`src/rtl/ft2232h_tx_arbiter_if.sv`:
```
`default_nettype none
// ============================================================================
//  Module   : ft2232h_tx_arbiter_if
//  Brief    : Source byte-stream handshake plus FT2232H sync-FIFO TX bus
//             signals shared by the TX arbiter and its environment.
//  Revision : 1.0 - initial release
// ============================================================================
interface ft2232h_tx_arbiter_if #(
    parameter int NUM_SRC = 2
);
    logic [8*NUM_SRC-1:0] src_data_i;
    logic [NUM_SRC-1:0]   src_valid_i;
    logic [NUM_SRC-1:0]   src_last_i;
    logic [NUM_SRC-1:0]   src_ready_o;
    logic                 txe_i;
    logic [7:0]           data_o;
    logic                 wr_o;
    logic [NUM_SRC-1:0]   grant_o;
    logic                 busy_o;

    // Environment side: drives the sources and the FT2232H TXE# pin
    modport master (
        output src_data_i, src_valid_i, src_last_i, txe_i,
        input  src_ready_o, data_o, wr_o, grant_o, busy_o
    );

    // Arbiter side
    modport slave (
        input  src_data_i, src_valid_i, src_last_i, txe_i,
        output src_ready_o, data_o, wr_o, grant_o, busy_o
    );
endinterface
`default_nettype wire

```
`src/rtl/ft2232h_tx_arbiter.sv`:
```
`default_nettype none
// ============================================================================
//  Module   : ft2232h_tx_arbiter
//  Brief    : Round-robin, per-burst arbiter sharing the FT2232H sync-FIFO TX
//             bus between NUM_SRC byte sources, with optional channel header
//             byte and a single output holding register.
//  Revision : 1.0 - initial release
// ============================================================================
module ft2232h_tx_arbiter #(
    parameter int         NUM_SRC   = 2,
    parameter int         MAX_BURST = 64,
    parameter int         HDR_EN    = 1,
    parameter logic [3:0] HDR_TAG   = 4'hA
) (
    input  wire logic              clkout_i,
    input  wire logic              rst_n_i,
    ft2232h_tx_arbiter_if.slave    bus
);

    localparam int IW = (NUM_SRC > 1) ? $clog2(NUM_SRC) : 1;

    typedef enum logic [1:0] {
        S_IDLE = 2'd0,
        S_HDR  = 2'd1,
        S_PAY  = 2'd2
    } state_t;

    state_t               r_state;
    logic                 r_full;
    logic [7:0]           r_data;
    logic [NUM_SRC-1:0]   r_grant;
    logic [IW-1:0]        r_gidx;
    logic [IW-1:0]        r_ptr;
    logic [7:0]           r_cnt;

    logic                 w_found;
    logic [IW-1:0]        w_pick;
    logic [NUM_SRC-1:0]   w_pick_oh;
    logic [IW:0]          w_cand;
    logic                 w_load_ok;
    logic                 w_accept;
    logic [NUM_SRC-1:0]   w_ready;
    logic                 w_xfer;
    logic                 w_end;
    logic                 w_load_hdr;
    logic                 w_load;
    logic [7:0]           w_hdr_byte;
    logic [7:0]           w_pay_byte;
    logic                 w_pay_last;
    logic [IW-1:0]        w_next_ptr;

    // Round-robin pick: scan offsets high-to-low so the smallest offset from
    // the pointer wins, giving "first valid at or after the pointer".
    always_comb begin
        w_found   = 1'b0;
        w_pick    = '0;
        w_cand    = '0;
        w_pick_oh = '0;
        for (int i = NUM_SRC - 1; i >= 0; i--) begin
            w_cand = {1'b0, r_ptr} + (IW+1)'(i);
            if (w_cand >= (IW+1)'(NUM_SRC)) begin
                w_cand = w_cand - (IW+1)'(NUM_SRC);
            end
            if (bus.src_valid_i[w_cand[IW-1:0]]) begin
                w_found = 1'b1;
                w_pick  = w_cand[IW-1:0];
            end
        end
        w_pick_oh[w_pick] = 1'b1;
    end

    // The holding register can take a new byte when empty or when the byte it
    // holds leaves this edge; txe_i reaches src_ready_o combinationally so the
    // bus can sustain one byte per clock.
    assign w_load_ok  = ~r_full | ~bus.txe_i;
    assign w_accept   = r_full & ~bus.txe_i;
    assign w_ready    = (r_state == S_PAY) ? (r_grant & bus.src_valid_i & {NUM_SRC{w_load_ok}}) : '0;
    assign w_xfer     = |w_ready;
    assign w_pay_byte = bus.src_data_i[8*r_gidx +: 8];
    assign w_pay_last = bus.src_last_i[r_gidx];
    assign w_end      = w_xfer & (w_pay_last | (r_cnt == 8'(MAX_BURST - 1)));
    assign w_load_hdr = (r_state == S_HDR) & w_load_ok;
    assign w_load     = w_load_hdr | w_xfer;
    assign w_hdr_byte = {HDR_TAG, 4'(r_gidx)};
    assign w_next_ptr = (r_gidx == IW'(NUM_SRC - 1)) ? '0 : r_gidx + 1'b1;

    // Output holding register: a load wins over a drain since both can
    // happen on the same edge when streaming back-to-back.
    always_ff @(posedge clkout_i or negedge rst_n_i) begin
        if (!rst_n_i) begin
            r_full <= 1'b0;
            r_data <= 8'h00;
        end else if (w_load) begin
            r_full <= 1'b1;
            r_data <= w_load_hdr ? w_hdr_byte : w_pay_byte;
        end else if (w_accept) begin
            r_full <= 1'b0;
        end
    end

    // Burst FSM: grant on IDLE, optional header, payload until last or limit.
    always_ff @(posedge clkout_i or negedge rst_n_i) begin
        if (!rst_n_i) begin
            r_state <= S_IDLE;
            r_grant <= '0;
            r_gidx  <= '0;
            r_ptr   <= '0;
            r_cnt   <= 8'd0;
        end else begin
            case (r_state)
                S_IDLE: begin
                    if (w_found) begin
                        r_grant <= w_pick_oh;
                        r_gidx  <= w_pick;
                        r_state <= (HDR_EN != 0) ? S_HDR : S_PAY;
                    end
                end
                S_HDR: begin
                    if (w_load_ok) begin
                        r_state <= S_PAY;
                    end
                end
                S_PAY: begin
                    if (w_end) begin
                        r_state <= S_IDLE;
                        r_grant <= '0;
                        r_cnt   <= 8'd0;
                        r_ptr   <= w_next_ptr;
                    end else if (w_xfer) begin
                        r_cnt   <= r_cnt + 8'd1;
                    end
                end
                default: begin
                    r_state <= S_IDLE;
                end
            endcase
        end
    end

    assign bus.src_ready_o = w_ready;
    assign bus.data_o      = r_data;
    assign bus.wr_o        = ~r_full;
    assign bus.grant_o     = r_grant;
    assign bus.busy_o      = (r_state != S_IDLE) | r_full;

endmodule
`default_nettype wire

```
`src/flat_wrapper.sv`:
```
// flat-port wrapper written by rule: the top's interface ports become plain ports
module ft2232h_tx_arbiter_flat 
#(
    parameter int         NUM_SRC   = 2,
    parameter int         MAX_BURST = 64,
    parameter int         HDR_EN    = 1,
    parameter logic [3:0] HDR_TAG   = 4'hA
)
  (clkout_i, rst_n_i, bus_src_data_i, bus_src_valid_i, bus_src_last_i, bus_txe_i, bus_src_ready_o, bus_data_o, bus_wr_o, bus_grant_o, bus_busy_o);
  ft2232h_tx_arbiter_if #(.NUM_SRC(NUM_SRC)) bus_i ();
  input  wire logic clkout_i;
  input  wire logic rst_n_i;
  input wire logic [$bits(bus_i.src_data_i)-1:0] bus_src_data_i;
  input wire logic [$bits(bus_i.src_valid_i)-1:0] bus_src_valid_i;
  input wire logic [$bits(bus_i.src_last_i)-1:0] bus_src_last_i;
  input wire logic [$bits(bus_i.txe_i)-1:0] bus_txe_i;
  output wire logic [$bits(bus_i.src_ready_o)-1:0] bus_src_ready_o;
  output wire logic [$bits(bus_i.data_o)-1:0] bus_data_o;
  output wire logic [$bits(bus_i.wr_o)-1:0] bus_wr_o;
  output wire logic [$bits(bus_i.grant_o)-1:0] bus_grant_o;
  output wire logic [$bits(bus_i.busy_o)-1:0] bus_busy_o;
  assign bus_i.src_data_i = bus_src_data_i;
  assign bus_i.src_valid_i = bus_src_valid_i;
  assign bus_i.src_last_i = bus_src_last_i;
  assign bus_i.txe_i = bus_txe_i;
  assign bus_src_ready_o = bus_i.src_ready_o;
  assign bus_data_o = bus_i.data_o;
  assign bus_wr_o = bus_i.wr_o;
  assign bus_grant_o = bus_i.grant_o;
  assign bus_busy_o = bus_i.busy_o;
  ft2232h_tx_arbiter #(.NUM_SRC(NUM_SRC), .MAX_BURST(MAX_BURST), .HDR_EN(HDR_EN), .HDR_TAG(HDR_TAG)) u_core (.clkout_i(clkout_i), .rst_n_i(rst_n_i), .bus(bus_i));
endmodule
```
`config.mk`:
```
export PLATFORM = sky130hd
export DESIGN_NAME = ft2232h_tx_arbiter_flat
export DESIGN_NICKNAME = d
export VERILOG_FILES = /design/src/rtl/ft2232h_tx_arbiter_if.sv /design/src/rtl/ft2232h_tx_arbiter.sv /design/src/flat_wrapper.sv
export SDC_FILE = /design/constraint.sdc
export NUM_CORES = 1
export LEC_CHECK = 0
export CORE_MARGIN = 3
export CORE_UTILIZATION = 49
export CTS_CLUSTER_SIZE = 12
export DETAILED_ROUTE_END_ITERATION = 7
export PLACE_DENSITY_LB_ADDON = 0.1
export SKIP_LAST_GASP = 1
export SYNTH_ARGS = -nofsm -noshare
export SYNTH_HDL_FRONTEND = slang
export SYNTH_SLANG_ARGS = --single-unit
```
`constraint.sdc`:
```
create_clock -name clkout_i -period 2.36 [get_ports clkout_i]
set_input_delay 0.472 -clock clkout_i [delete_from_list [all_inputs] [get_ports clkout_i]]
set_output_delay 0.472 -clock clkout_i [all_outputs]
set_load 0.1 [all_outputs]
```
==> results.json, run 1 <==
{
  "status": "complete, no violations",
  "grt_max_degree": 24,
  "num_rows": 17,
  "place_congestion": 0.847,
  "layout_setup_ws_ps": 316,
  "final_common_cell": "dfrtp_1",
  "synth_area_leader_cell": "dfrtp_1",
  "synthDominantCellAreaShare_pct": 47.7,
  "fin_nets": 188,
  "synth_area_per_cell_um2": 9.74,
  "finalWorstPathRequiredPeriod_ps": 2040,
  "r2r_start": "u_core.r_cnt[0]",
  "place_ws_ps": 285,
  "postSynthCellCount": 124,
  "syn-cell-area_um2": 1210,
  "arrival_ps": 1570,
  "final_core_util_pct": 71.7,
  "crit_fanout": 7,
  "timing.final.crit_share_pct": 86.6,
  "cts_tree": "built",
  "synth.area.top_cells": "dfrtp_1, mux2i_1, nand2_1",
  "reg2reg_depth": 5,
  "cap_violations": 0,
  "fmaxAchievable_ghz": 0.489,
  "dpl-instance-area_um2": 1610,
  "cp_slowest_cell": "clkdlybuf4s50_1",
  "port_buffers": 36,
  "ys_ff_latch": 23,
  "drive_above_1_share_pct": 17.8,
  "final_cell_mix": "dfrtp_1, clkdlybuf4s50_1, nand2_1",
  "finalSetupTns_ps": 0,
  "critical_path.most_common_cell": "nand2_1",
  "area_delta_synth_final_pct": 35.1,
  "clk_pin_slew_ps": 130,
  "cts_root_buffer": "clkbuf_4",
  "finalSetupViolCount": 0,
  "n_antenna_cell": 0,
  "dp_cells": 187,
  "numCtsBuffers": 3,
  "crit_type": "in2out",
  "vdd_drop_max_mv": 1.03,
  "cts_setup_buffers": 0,
  "maxSlewHeadroom_pct": 77.3,
  "detailedRoute.firstIterationViolations": 15,
  "firstDrtPassIters": 4,
  "hold_viol": 0,
  "insertion_delay_ps": 330,
  "vias": 1089,
  "whs_ps": 483,
  "slowest_delay_ps": 400,
  "first_global_vias": 1041,
  "stdcell_count": 191,
  "required_ps": 1890,
  "grt_pass1_wl_um": 4840,
  "endpoint": "bus_src_ready_o[0]",
  "antenna_found_initial": 0,
  "drc": 0,
  "regToRegSetupSlack_ps": 580,
  "powerDensity_nw_per_um2": 1400,
  "routedWlPerCell_um": 14.9,
  "hp-class": "in2async",
  "initial_utilization_pct": 53.1,
  "die_y_um": 55.6,
  "ant_nets": 0,
  "cts_sinks": 23,
  "io_pins": 37,
  "tightest_slew_ps": 341,
  "yosysSeqAreaShare_pct": 47.7,
  "yosysWarnings": 0,
  "cts_max_level": 1,
  "ys_types": 37,
  "slew_viol_final": 0,
  "grt_overflow": 0,
  "total_power_mw": 2.29,
  "dp_hpwl_um": 2190,
  "finalWirelength_um": 2840,
  "r2r-end": "u_core.r_ptr",
  "fin_worst_skew_ps": 12.8,
  "final_cell_area_um2": 1630,
  "cts_hold_buf": 0,
  "grt_usage_pct": 19.5,
  "rsz0062_at_grt": "no",
  "die-area_um2": 3100,
  "crit_path_end_kind": "output port",
  "syn_nets": 148,
  "start_kind": "input pin",
  "crit_chain": "clkdlybuf4s50_1 > nand2_1 > nand2_1 > nor2_4 > buf_12",
  "core_area_um2": 2280,
  "cts_resized": 0,
  "critPathLaunch": "bus_txe_i",
  "die_x_um": 55.6,
  "via_per_inst": 5.70,
  "cts_buffer_depth": 2,
  "p_leak_nw": 0.719
}
-- power by group --
part | leakage [nW] | switching [mW] | internal [mW] | total [mW]
logic | 0.412 | 1.05 | 0.405 | 1.45
registers | 0.292 | 0.109 | 0.532 | 0.641
clock network | 0.0150 | 0.123 | 0.0663 | 0.190
total | 0.719 | 1.28 | 1.00 | 2.29
-- cells in the mapped netlist (all sizes together) --
cell / n
ha: 1
nor3: 3
clkbuf: 1
mux2: 2
nor2b: 2
nor2: 13
a22oi: 1
nand2b: 1
a41oi: 1
o211ai: 2
o31ai: 1
dfrtp: 23
mux2i: 9
and3: 2
a221o: 1
or3: 1
inv: 3
a22o: 1
buf: 4
o21ai: 9
a211oi: 6
a21oi: 3
and3b: 1
a21boi: 2
a31oi: 1
nand3b: 1
o22ai: 2
nand2: 18
o21a: 1
nand3: 8
-- worst min path at each step --
| stage | from | cells after the start | end |
|---|---|---|---|
| 6_report | rst_n_i | 2 | u_core.bus.data_o[5] |
| 5_1_grt | rst_n_i | 2 | u_core.bus.data_o[4] |
| 4_1_cts | rst_n_i | 2 | u_core.bus.data_o[4] |
| 3_5_place_dp | u_core.r_state[1] | 1 | u_core.r_state[0] |
| 3_3_place_gp | u_core.r_state[1] | 1 | u_core.r_state[0] |
| 2_1_floorplan | rst_n_i | 0 | u_core.bus.data_o[0] |
-- registers in the layout, summed over array words and instances, names as in the netlist --
signal,cells
u_core.r_gidx,1
u_core.r_state,2
u_core.bus.data_o,8
u_core.r_full,1
u_core.r_cnt,8
u_core.r_ptr,1
u_core.bus.grant_o,2
-- area by class of cell --
| cell class | instances | area (um2) |
|---|---|---|
| Inverter | 3 | 11.3 |
| Fill cell | 176 | 644 |
| Multi-Input combinational cell | 93 | 603 |
| Timing Repair Buffer | 40 | 380 |
| Clock buffer | 4 | 26.3 |
| Tap cell | 28 | 35.0 |
| Sequential cell | 23 | 576 |
-- critical path, delay by kind of cell --
family / cells / cell delay, ps
buf+inv: 2 / 580
simple gates: 3 / 520
-- routing by layer --
metal | vias to the layer above | GRT usage [%] | part of all wire, %
li1 | 529 | - | -
met1 | 529 | 24.0 | 42
met2 | 24 | 33.4 | 53
met3 | 7 | 2.55 | 2.7
met4 | 0 | 9.38 | 2.2
met5 | - | 0 | 0
-- logic make-up after synthesis --
kind of cell / after synthesis / share of synthesized area (%)
buffers and inverters: 8 / 3.63
and+or+nand+nor: 50 / 19.3
muxes: 11 / 9.95
AOI/OAI and AO/OA: 31 / 18.4
adders and majority gates: 1 / 1.04
DFF: 23 / 47.7
No activity file was read; power rests on OpenSTA's default activity.
==> inputs of run 2 (changes only) <==
CORE_MARGIN = 4   (was 3)
SLEW_MARGIN = 5   (was default)
==> run 2 against run 1 <==
  * Die area rose by 7.3%
  * Combinational power barely moved
  * Power fell by 0.70%
  * Critical path depth did not move
  * Hold slack improved by 2.5 ps
  * Utilization rose by 0.055 points
  * Register-to-register slack improved by 40 ps
  * Clock-buffer cell count fell by 1
  * Sequential power barely moved
  * Non-clock buffer count did not move
  * Flip-flop and latch count did not move
  * Clock power fell by 4%
  * Critical endpoint is now bus_src_ready_o[1]
==> results.json, run 2 (same netlist as run 1, synthesis figures left out) <==
{
  "dp_hpwl_um": 2090,
  "area_delta_synth_final_pct": 35.2,
  "tightest_slew_ps": 341,
  "drc": 0,
  "fillers": 178,
  "die_x_um": 57.6,
  "antenna_found_initial": 0,
  "finalSetupTns_ps": 0,
  "fin_worst_skew_ps": 14.7,
  "io_pins": 37,
  "stdcell_count": 191,
  "regToRegSetupSlack_ps": 620,
  "numCtsBuffers": 3,
  "crit_type": "in2out",
  "reg2reg_depth": 5,
  "finalWirelength_um": 2770,
  "crit_path_end_kind": "output port",
  "grt_pass1_wl_um": 4640,
  "arrival_ps": 1570,
  "core_area_um2": 2280,
  "status": "complete, no violations",
  "vias": 1082,
  "insertion_delay_ps": 310,
  "n_antenna_cell": 0,
  "hold_viol": 0,
  "first_global_vias": 1074,
  "cts_tree": "built",
  "rsz0062_at_grt": "no",
  "vdd_drop_max_mv": 0.972,
  "cts_hold_buf": 0,
  "final_common_cell": "dfrtp_1",
  "num_rows": 17,
  "r2r-end": "u_core.r_ptr",
  "slew_viol_final": 0,
  "cts_sinks": 23,
  "required_ps": 1890,
  "maxSlewHeadroom_pct": 76.6,
  "place_congestion": 0.742,
  "via_per_inst": 5.66,
  "powerDensity_nw_per_um2": 1390,
  "whs_ps": 485,
  "grt_max_degree": 24,
  "cts_root_buffer": "clkbuf_4",
  "timing.final.crit_share_pct": 86.7,
  "final_cell_mix": "dfrtp_1, clkdlybuf4s50_1, nand2_1",
  "die_y_um": 57.6,
  "finalSetupViolCount": 0,
  "fin_nets": 188,
  "p_leak_nw": 0.722,
  "routedWlPerCell_um": 14.5,
  "crit_fanout": 7,
  "clk_pin_slew_ps": 140,
  "final_core_util_pct": 71.7,
  "firstDrtPassIters": 4,
  "detailedRoute.firstIterationViolations": 22,
  "grt_overflow": 0,
  "grt_usage_pct": 17.8,
  "die-area_um2": 3320,
  "start_kind": "input pin",
  "cts_resized": 0,
  "fmaxAchievable_ghz": 0.489,
  "dp_cells": 187,
  "hp-class": "in2async",
  "finalWorstPathRequiredPeriod_ps": 2040,
  "ant_nets": 0,
  "r2r_start": "u_core.r_cnt[0]",
  "port_buffers": 36,
  "initial_utilization_pct": 53.1,
  "cap_violations": 0,
  "cts_buffer_depth": 2,
  "cts_setup_buffers": 0,
  "cts_max_level": 1,
  "drive_above_1_share_pct": 18.4
}
## run 2: changes by cell type in the layout (fill, tap and decap cells not counted), sizes merged
cell	delta
clkbuf	-1
clkinv	+1
## run 2: power by group
| group | internal [mW] | switching [mW] | leakage (nW) |
|---|---|---|---|
| Combinational | 0.405 | 1.04 | 0.412 |
| Clock | 0.0632 | 0.120 | 0.0177 |
| Sequential | 0.532 | 0.108 | 0.292 |
| Total | 1.00 | 1.27 | 0.722 |
## run 2: routing by layer
layer  track usage [%]  up-vias  part of all wire [%]
met1              21.2      528                    42
met4              6.29        0                  0.97
met2              30.6       26                    51
met5                 0        -                     0
li1                  -      524                     -
met3              4.90        4                   5.7
## run 2: how the worst max path moves through the flow
stage | from | to | cells after the start
after floorplan | u_core.r_full | bus_busy_o | 2
after global placement | bus_txe_i | bus_src_ready_o[1] | 5
after detailed placement | bus_src_valid_i[1] | u_core.r_cnt[7] | 6
after CTS | bus_txe_i | bus_src_ready_o[1] | 5
after global routing | bus_txe_i | bus_src_ready_o[1] | 5
final | bus_txe_i | bus_src_ready_o[1] | 5
## run 2: cell type report
cell class | instances | area (um2) | share of cell area [%]
inverters | 3 | 11.3 | 0.690
flip-flops and latches | 23 | 576 | 35.2
clock buffers | 3 | 22.5 | 1.38
clock inverters | 1 | 5.00 | 0.307
multi-input cells | 93 | 603 | 36.9
repair buffers | 40 | 380 | 23.3
well taps | 28 | 35.0 | 2.15
## run 2: worst max-delay path: stages
cell and delay, ps:
clkdlybuf4s50_1 400, nand2_1 180, nand2_1 180, nor2_4 160, buf_12 180
## run 2: metrics by stage
step	total power [mW]	setup slack, ps	area, um2
2_1_floorplan	1.77	122	1220
3_3_place_gp	2.08	337	1610
3_5_place_dp	2.10	271	1610
4_1_cts	2.28	321	1630
5_1_grt	2.40	262	1630
6_report	2.27	315	1630
